===== src/rtl/branch_target_if.sv =====
// Branch-target handshake: request/operands from the sequencer,
// PC-load strobes and busy/done status back to it.
interface branch_target_if #(
  parameter int PC_WIDTH = 16
);
  logic                branch;
  logic [7:0]          offset;
  logic [PC_WIDTH-1:0] pc_in;
  logic [PC_WIDTH-1:0] target_pc;
  logic                pc_load;
  logic                busy;
  logic                page_cross;
  logic                done;

  modport master (
    output branch, offset, pc_in,
    input  target_pc, pc_load, busy,
    input  page_cross, done
  );

  modport slave (
    input  branch, offset, pc_in,
    output target_pc, pc_load, busy,
    output page_cross, done
  );
endinterface


===== src/rtl/branch_target.sv =====
// Taken-branch target: low-byte add, then an optional PCH
// fix-up cycle on page cross (6502 timing).
module branch_target #(
  parameter bit PAGE_FIX_CYCLE = 1'b1,
  parameter int PC_WIDTH       = 16
) (
  input logic            clk_2,
  input logic            rst,
  branch_target_if.slave bus
);

  typedef enum logic [1:0] {
    S_IDLE,
    S_ADD_LOW,
    S_FIX_HIGH
  } state_t;

  state_t r_state;
  state_t w_state_nx;

  logic [7:0] r_pch;
  logic [7:0] r_pcl;
  logic [7:0] r_off;

  logic [PC_WIDTH-1:0] r_target;
  logic                r_pc_load;
  logic                r_busy;
  logic                r_page_cross;
  logic                r_done;

  logic [PC_WIDTH-1:0] w_target_nx;
  logic                w_load_nx;
  logic                w_busy_nx;
  logic                w_pcx_nx;
  logic                w_done_nx;

  logic       w_take;
  logic [8:0] w_sum_in;
  logic       w_fix_in;
  logic [7:0] w_adj_in;
  logic [8:0] w_sum_r;
  logic       w_fix_r;
  logic [7:0] w_adj_r;

  assign w_take = (r_state == S_IDLE) && bus.branch;

  // Operands straight from the bus feed the ADD_LOW outputs
  assign w_sum_in = {1'b0, bus.pc_in[7:0]}
                  + {1'b0, bus.offset};
  assign w_fix_in = w_sum_in[8] ^ bus.offset[7];
  assign w_adj_in = bus.offset[7]
                  ? bus.pc_in[15:8] - 8'd1
                  : bus.pc_in[15:8] + 8'd1;

  // Latched operands feed the FIX_HIGH outputs
  assign w_sum_r = {1'b0, r_pcl} + {1'b0, r_off};
  assign w_fix_r = w_sum_r[8] ^ r_off[7];
  assign w_adj_r = r_off[7] ? r_pch - 8'd1
                            : r_pch + 8'd1;

  always_ff @(posedge clk_2 or posedge rst) begin
    if (rst) begin
      r_state <= S_IDLE;
    end else begin
      r_state <= w_state_nx;
    end
  end

  always_comb begin
    w_state_nx = r_state;
    unique case (r_state)
      S_IDLE: begin
        if (bus.branch) w_state_nx = S_ADD_LOW;
      end
      S_ADD_LOW: begin
        if (w_fix_r && PAGE_FIX_CYCLE)
          w_state_nx = S_FIX_HIGH;
        else
          w_state_nx = S_IDLE;
      end
      S_FIX_HIGH: w_state_nx = S_IDLE;
      default:    w_state_nx = S_IDLE;
    endcase
  end

  always_comb begin
    w_target_nx = r_target;
    w_load_nx   = 1'b0;
    w_busy_nx   = 1'b0;
    w_pcx_nx    = 1'b0;
    w_done_nx   = 1'b0;
    unique case (1'b1)
      w_take: begin
        w_load_nx = 1'b1;
        w_busy_nx = 1'b1;
        if (w_fix_in && !PAGE_FIX_CYCLE) begin
          w_target_nx = {w_adj_in, w_sum_in[7:0]};
          w_pcx_nx    = 1'b1;
          w_done_nx   = 1'b1;
        end else begin
          w_target_nx = {bus.pc_in[15:8],
                         w_sum_in[7:0]};
          w_done_nx   = !w_fix_in;
        end
      end
      (w_state_nx == S_FIX_HIGH): begin
        w_target_nx = {w_adj_r, w_sum_r[7:0]};
        w_load_nx   = 1'b1;
        w_busy_nx   = 1'b1;
        w_pcx_nx    = 1'b1;
        w_done_nx   = 1'b1;
      end
      default: ;
    endcase
  end

  always_ff @(posedge clk_2 or posedge rst) begin
    if (rst) begin
      r_pch        <= 8'h00;
      r_pcl        <= 8'h00;
      r_off        <= 8'h00;
      r_target     <= '0;
      r_pc_load    <= 1'b0;
      r_busy       <= 1'b0;
      r_page_cross <= 1'b0;
      r_done       <= 1'b0;
    end else begin
      if (w_take) begin
        r_pch <= bus.pc_in[15:8];
        r_pcl <= bus.pc_in[7:0];
        r_off <= bus.offset;
      end
      r_target     <= w_target_nx;
      r_pc_load    <= w_load_nx;
      r_busy       <= w_busy_nx;
      r_page_cross <= w_pcx_nx;
      r_done       <= w_done_nx;
    end
  end

  assign bus.target_pc  = r_target;
  assign bus.pc_load    = r_pc_load;
  assign bus.busy       = r_busy;
  assign bus.page_cross = r_page_cross;
  assign bus.done       = r_done;

endmodule


===== src/flat_wrapper.sv =====
// flat-port wrapper written by rule: the top's interface ports become plain ports
module branch_target_flat 
#(
  parameter bit PAGE_FIX_CYCLE = 1'b1,
  parameter int PC_WIDTH       = 16
)
  (clk_2, rst, bus_branch, bus_offset, bus_pc_in, bus_target_pc, bus_pc_load, bus_busy, bus_page_cross, bus_done);
  branch_target_if #(.PC_WIDTH(PC_WIDTH)) bus_i ();
  input logic clk_2;
  input logic rst;
  input wire logic [$bits(bus_i.branch)-1:0] bus_branch;
  input wire logic [$bits(bus_i.offset)-1:0] bus_offset;
  input wire logic [$bits(bus_i.pc_in)-1:0] bus_pc_in;
  output wire logic [$bits(bus_i.target_pc)-1:0] bus_target_pc;
  output wire logic [$bits(bus_i.pc_load)-1:0] bus_pc_load;
  output wire logic [$bits(bus_i.busy)-1:0] bus_busy;
  output wire logic [$bits(bus_i.page_cross)-1:0] bus_page_cross;
  output wire logic [$bits(bus_i.done)-1:0] bus_done;
  assign bus_i.branch = bus_branch;
  assign bus_i.offset = bus_offset;
  assign bus_i.pc_in = bus_pc_in;
  assign bus_target_pc = bus_i.target_pc;
  assign bus_pc_load = bus_i.pc_load;
  assign bus_busy = bus_i.busy;
  assign bus_page_cross = bus_i.page_cross;
  assign bus_done = bus_i.done;
  branch_target #(.PAGE_FIX_CYCLE(PAGE_FIX_CYCLE), .PC_WIDTH(PC_WIDTH)) u_core (.clk_2(clk_2), .rst(rst), .bus(bus_i));
endmodule

===== config.mk =====
export PLATFORM = sky130hd
export DESIGN_NAME = branch_target_flat
export DESIGN_NICKNAME = d
export VERILOG_FILES = /design/src/rtl/branch_target_if.sv /design/src/rtl/branch_target.sv /design/src/flat_wrapper.sv
export SDC_FILE = /design/constraint.sdc
export NUM_CORES = 1
export LEC_CHECK = 0
export ABC_AREA = 1
export CAP_MARGIN = 10
export CORE_MARGIN = 2
export CORE_UTILIZATION = 55
export CTS_BUF_LIST = sky130_fd_sc_hd__clkbuf_4 sky130_fd_sc_hd__clkbuf_8
export DETAILED_ROUTE_END_ITERATION = 10
export DONT_BUFFER_PORTS = 1
export GPL_TIMING_DRIVEN = 0
export HOLD_SLACK_MARGIN = 0.03
export PLACE_DENSITY = 0.75
export SYNTH_ARGS = -nofsm -noshare
export SYNTH_HDL_FRONTEND = slang
export SYNTH_SLANG_ARGS = --single-unit

===== constraint.sdc =====
create_clock -name clk_2 -period 1.77 [get_ports clk_2]
set_input_delay 0.354 -clock clk_2 [delete_from_list [all_inputs] [get_ports clk_2]]
set_output_delay 0.354 -clock clk_2 [all_outputs]
set_load 0.05 [all_outputs]

Yosys cells after proc, flatten, opt, wreduce, memory -nomap -nowiden
Index checks and enable logic that the tools add are counted. Widths: inputs -> output; s select.

Register bits after elaboration: 45. Input bits: 27. Logic and storage cells: 29.

Add/subtract/negate cells: 4. Eq/ne operators: 2. Mux-type cells: 8. Bitwise operators: 2. Reduce and logical (&&, ||, !) cells: 5.

Operator list (count): $pmux 16 s2 (1); $add 8x8->9 (2); $add 8x1->8 const B (1); $mux 8 (1); $sub 8x1->8 const B (1); $mux 2 (2); $pmux 2 s2 (1); $eq 2x1->1 const B (1); $eq 2x2->1 const B (1); $logic_not 2->1 (1); $mux 1 (2); $pmux 1 s2 (1); $reduce_bool 2->1 (1); $reduce_or 2->1 (1); $xor 1x1->1 (2); $logic_and 1x1->1 (1); $logic_not 1->1 (1).

Logic depth before layout (Yosys ltp)
Word-level depth: 7. Depth in mapped cells: 12.

Least setup slack after synthesis
OpenSTA, ideal clock, no wires.

Path kind: register to register. From: register u_core.r_off[0]. To: register u_core.r_target[5] (netlist: u_core.bus.target_pc[5]). Arrival: 1.795 ns. Data required time: 1.644 ns. Path slack: -0.151 ns. Cell stages (with the launch flop): 13. Buffers on the path: 2. Cell sequence: dfrtp_1 -> ha_1 -> fa_1 -> nand3_1 -> nand2_2 -> nand2_2 -> nand2_1 -> nand2_1 -> nand3_2 -> buf_4 -> buf_6 -> nand3_1 -> nand3_1.

Cells in the longest elaborated chain, start to end: 6.

RTL lines: start, declared (line branch_target.sv:23) `logic [7:0] r_off;`; start signal, assigned (line branch_target.sv:131) `r_off <= bus.offset;`; $add 8x8->9 (*) (line branch_target.sv:56) `assign w_sum_r = {1'b0, r_pcl} + {1'b0, r_off};`; $xor 1x1->1 (line branch_target.sv:57) `assign w_fix_r = w_sum_r[8] ^ r_off[7];`; $mux 2 (line branch_target.sv:76) `if (w_fix_r && PAGE_FIX_CYCLE)`; $pmux 2 s2 (line branch_target.sv:71) `unique case (r_state)`; $eq 2x2->1 (line branch_target.sv:106) `(w_state_nx == S_FIX_HIGH): begin`; $pmux 16 s2 / $reduce_bool 2->1 (equally long branches); end signal, assigned (line branch_target.sv:133) `r_target <= w_target_nx;`; end, declared (line branch_target.sv:25) `logic [PC_WIDTH-1:0] r_target;`.

Every way passes the cells marked *; elsewhere a longest branch is shown, timed or not. A chain may end at the register's enable or synchronous reset.

Final worst setup path
From: register u_core.r_off[0]. To: register u_core.r_target[14] (netlist: u_core.bus.target_pc[14]).

Cells in the longest elaborated chain, start to end: 6.

RTL lines (line): $add 8x8->9 (*) (branch_target.sv:56); $xor 1x1->1 (*) (branch_target.sv:57); $mux 2 (*) (branch_target.sv:76); $pmux 2 s2 (*) (branch_target.sv:71); $eq 2x2->1 (*) (branch_target.sv:106); $pmux 16 s2 / $reduce_bool 2->1 (equally long branches).

Marked as above.

==> results_dict.tcl <==
set metrics [dict create \
    drv_slew 0 \
    syn_to_final_growth_pct 19.2 \
    drt_iter0_drc 180 \
    cpLargestDelayFamily "simple AND/OR/NAND/NOR gates" \
    synth-main-ff-cell "dfrtp_1" \
    diodes 0 \
    synth_edf_count 0 \
    start_util_pct 58.2 \
    viasPerCell 5.43 \
    core_um2 4820 \
    routed_wl_mm 6.99 \
    crit_chain "ha_2 > fa_2 > nand3_2 > nand2_4 > nand2_4 > nand3_2 > nand3_4 > buf_6 > buf_6 > nand2_1 > o21ai_1 > nand2_1" \
    place_congestion 0.835 \
    timing.final.crit_share_pct 112 \
    min_period_ns 1.97 \
    max_stage_delay_ns 0.39 \
    cp.arrival_ns 2.17 \
    maxCapViolCount 0 \
    required_ns 1.96 \
    syn_inst 368 \
    tightestPinTransition_ns 0.588 \
    numCtsBuffers 5 \
    grt_max_degree 25 \
    grt_pass1_wl_mm 11.6 \
    ios 47 \
    layout.nets 443 \
    syn-cell-area_um2 2800 \
    finalClockSkew_ns 0.00664 \
    path_clk_slew_ns 0.08 \
    setup_ws_ns -0.204 \
    layout-drive-gt1-share_pct 20.7 \
    synth_seq_cells 45 \
    clock_latency_ns 0.30 \
    synthArstFlopShare_pct 100 \
    setup_viol 18 \
    crit_path_end_kind "flop" \
    ant_nets 0 \
    track_usage_pct 27.3 \
    ys_warn_count 0 \
    cts_tree "yes" \
    outcome "finished with violations" \
    syn_nets 420 \
    die_area_um2 5680 \
    grt_pass1_vias 2467 \
    clk_path_buf_depth 2 \
    avgSynthCellArea_um2 7.62 \
    wire_per_inst_um 15.3 \
    yosysSeqAreaShare_pct 40.2 \
    detail_route.first_pass.iterations 4 \
    slowest_stage "dfrtp_1" \
    setup_tns_ns -2.96 \
    min_path_type "in2reg" \
    htree_num_levels 2 \
    die_h_um 75.4 \
    drc 0 \
    relSlewSlack_pct 60.8 \
    startpoint_type "flop" \
    overflow 0 \
    critPathKind "reg2reg" \
    p_leak_uw 0.00183 \
    numClockSinks 45 \
    max_freq_mhz 507 \
    yosysUniqueCellTypes 30 \
    fp-row-count 25 \
    cts_root_buf "clkbuf_8" \
    die_w_um 75.4 \
    worst-path-buf-inv 2 \
    power.density_nw_per_um2 2220 \
    violations "negative setup slack" \
    irDropWorstVdd_uv 1110 \
    numPortBuffers 0 \
    critPathMaxFanout 5 \
    dpl.hpwl_mm 4.79 \
    fin_util_pct 69.4 \
    vias 2487 \
    antenna_found_initial 0 \
    placement.cell_area_um2 2920 \
    hold_violations 0 \
    rsz0062_at_grt "true" \
    design_area_um2 3340 \
]
[sequential cells by signal, summed over array words and instances, names as in the netlist]
register and cells:
u_core.bus.done 1, u_core.bus.page_cross 1, u_core.bus.pc_load 1, u_core.bus.target_pc 16
u_core.r_off 8, u_core.r_pch 8, u_core.r_pcl 8, u_core.r_state 2
[cells by family after synthesis]
kind of cell | share of synthesized area, %
AO/OA/AOI/OAI | 6.34
XOR/XNOR | 1.56
adder cells (fa/ha/maj) | 12.0
buffers and inverters | 6.79
flip-flops | 40.2
AND/OR/NAND/NOR | 33.2
[placed cells by master (no fill, tap or decap), types with 3 or more instances in the layout]
| cell | count |
|---|---|
| xor2_1 | 4 |
| nand4_1 | 3 |
| buf_6 | 5 |
| ha_1 | 20 |
| buf_2 | 3 |
| nor2_1 | 13 |
| clkbuf_8 | 5 |
| nand2_1 | 140 |
| o21ai_0 | 6 |
| nand3_1 | 18 |
| a21oi_1 | 12 |
| nand3_2 | 21 |
| buf_4 | 11 |
| dfrtp_1 | 44 |
| inv_1 | 32 |
| nand3b_1 | 3 |
| or2_2 | 6 |
| nand2_4 | 4 |
| nand2_2 | 6 |
| nand3_4 | 3 |
[layout make-up]
type	count	area (µm²)
multi-input cells	279	1680
well taps	67	83.8
repair buffers	16	166
plain buffers	10	72.6
inverters	34	130
clock inverters	1	5.00
flip-flops and latches	45	1130
clock buffers	6	76.3
fillers	428	1480
[power by group]
group | switching, µW | internal [µW] | total (µW) | leakage (µW)
Combinational | 2430 | 1710 | 4130 | 0.00124
Sequential | 1140 | 1530 | 2670 | 0.000551
Clock | 347 | 284 | 631 | 0.0000445
Total | 3910 | 3520 | 7430 | 0.00183
[path summary, 6_finish.rpt]
check | to | start | slack, ns | cells past startpoint
max reg2reg | u_core.bus.target_pc[14] | u_core.r_off[0] | -0.20 | 12
max in group asynchronous | u_core.r_off[7] | rst | 0.74 | 3
max | u_core.bus.target_pc[14] | u_core.r_off[0] | -0.20 | 12
min | u_core.r_pcl[1] | bus_pc_in[1] | 0.16 | 2
min in group asynchronous | u_core.bus.target_pc[7] | rst | 0.52 | 2
min reg2reg | u_core.r_off[5] | u_core.r_off[5] | 0.50 | 2
[worst reg2reg max path, cell delays in order (launching register included)]
cell and delay [ns]:
dfrtp_1 0.39, ha_2 0.20, fa_2 0.36, nand3_2 0.10, nand2_4 0.07, nand2_4 0.08, nand3_2 0.12, nand3_4 0.11
buf_6 0.12, buf_6 0.12, nand2_1 0.05, o21ai_1 0.10, nand2_1 0.07
[through the flow]
| stage | worst slack (ns) | total power (µW) | hold WS (ns) | instances |
|---|---|---|---|---|
| final | -0.204 | 7430 | 0.160 | 458 |
| after global routing | -0.322 | 8080 | 0.167 | 458 |
| after CTS | -0.230 | 7180 | 0.152 | 456 |
| after detailed placement | -0.236 | 5950 | 0.289 | 436 |
| after global placement | -0.278 | 5840 | 0.466 | 435 |
| after floorplan | -0.0471 | 5220 | 0.453 | 368 |
[cells in the mapped netlist (all sizes together), types with 2 or more instances]
cell,number,area (µm²)
a21oi,14,81.3
buf,7,51.3
clkbuf,3,11.3
dfrtp,45,1130
fa,3,60.1
ha,22,275
inv,34,128
nand2,150,571
nand3,42,220
nand3b,3,22.5
nand4,3,18.8
nor2,14,55.1
o21ai,9,45.0
o21bai,2,15.0
or2,6,37.5
xor2,4,35.0
[layer usage]
layer | vias to the layer above | wire length [µm] | global-route usage (%)
met5 | - | 0 | 0
met4 | 0 | 123 | 10.5
met2 | 89 | 3340 | 44.0
met3 | 13 | 485 | 6.48
met1 | 1157 | 3040 | 35.9
li1 | 1228 | - | -
[repair_timing]
item	CTS	global route
endpoints found under the hold margin	21	0
hold buffers	1	0
gates resized for setup	40	13
gates cloned	2	0
pin swaps	23	12
buffers inserted	10	2
endpoints found under the setup margin	18	22
Note: power is estimated with default switching activity, not from simulation.
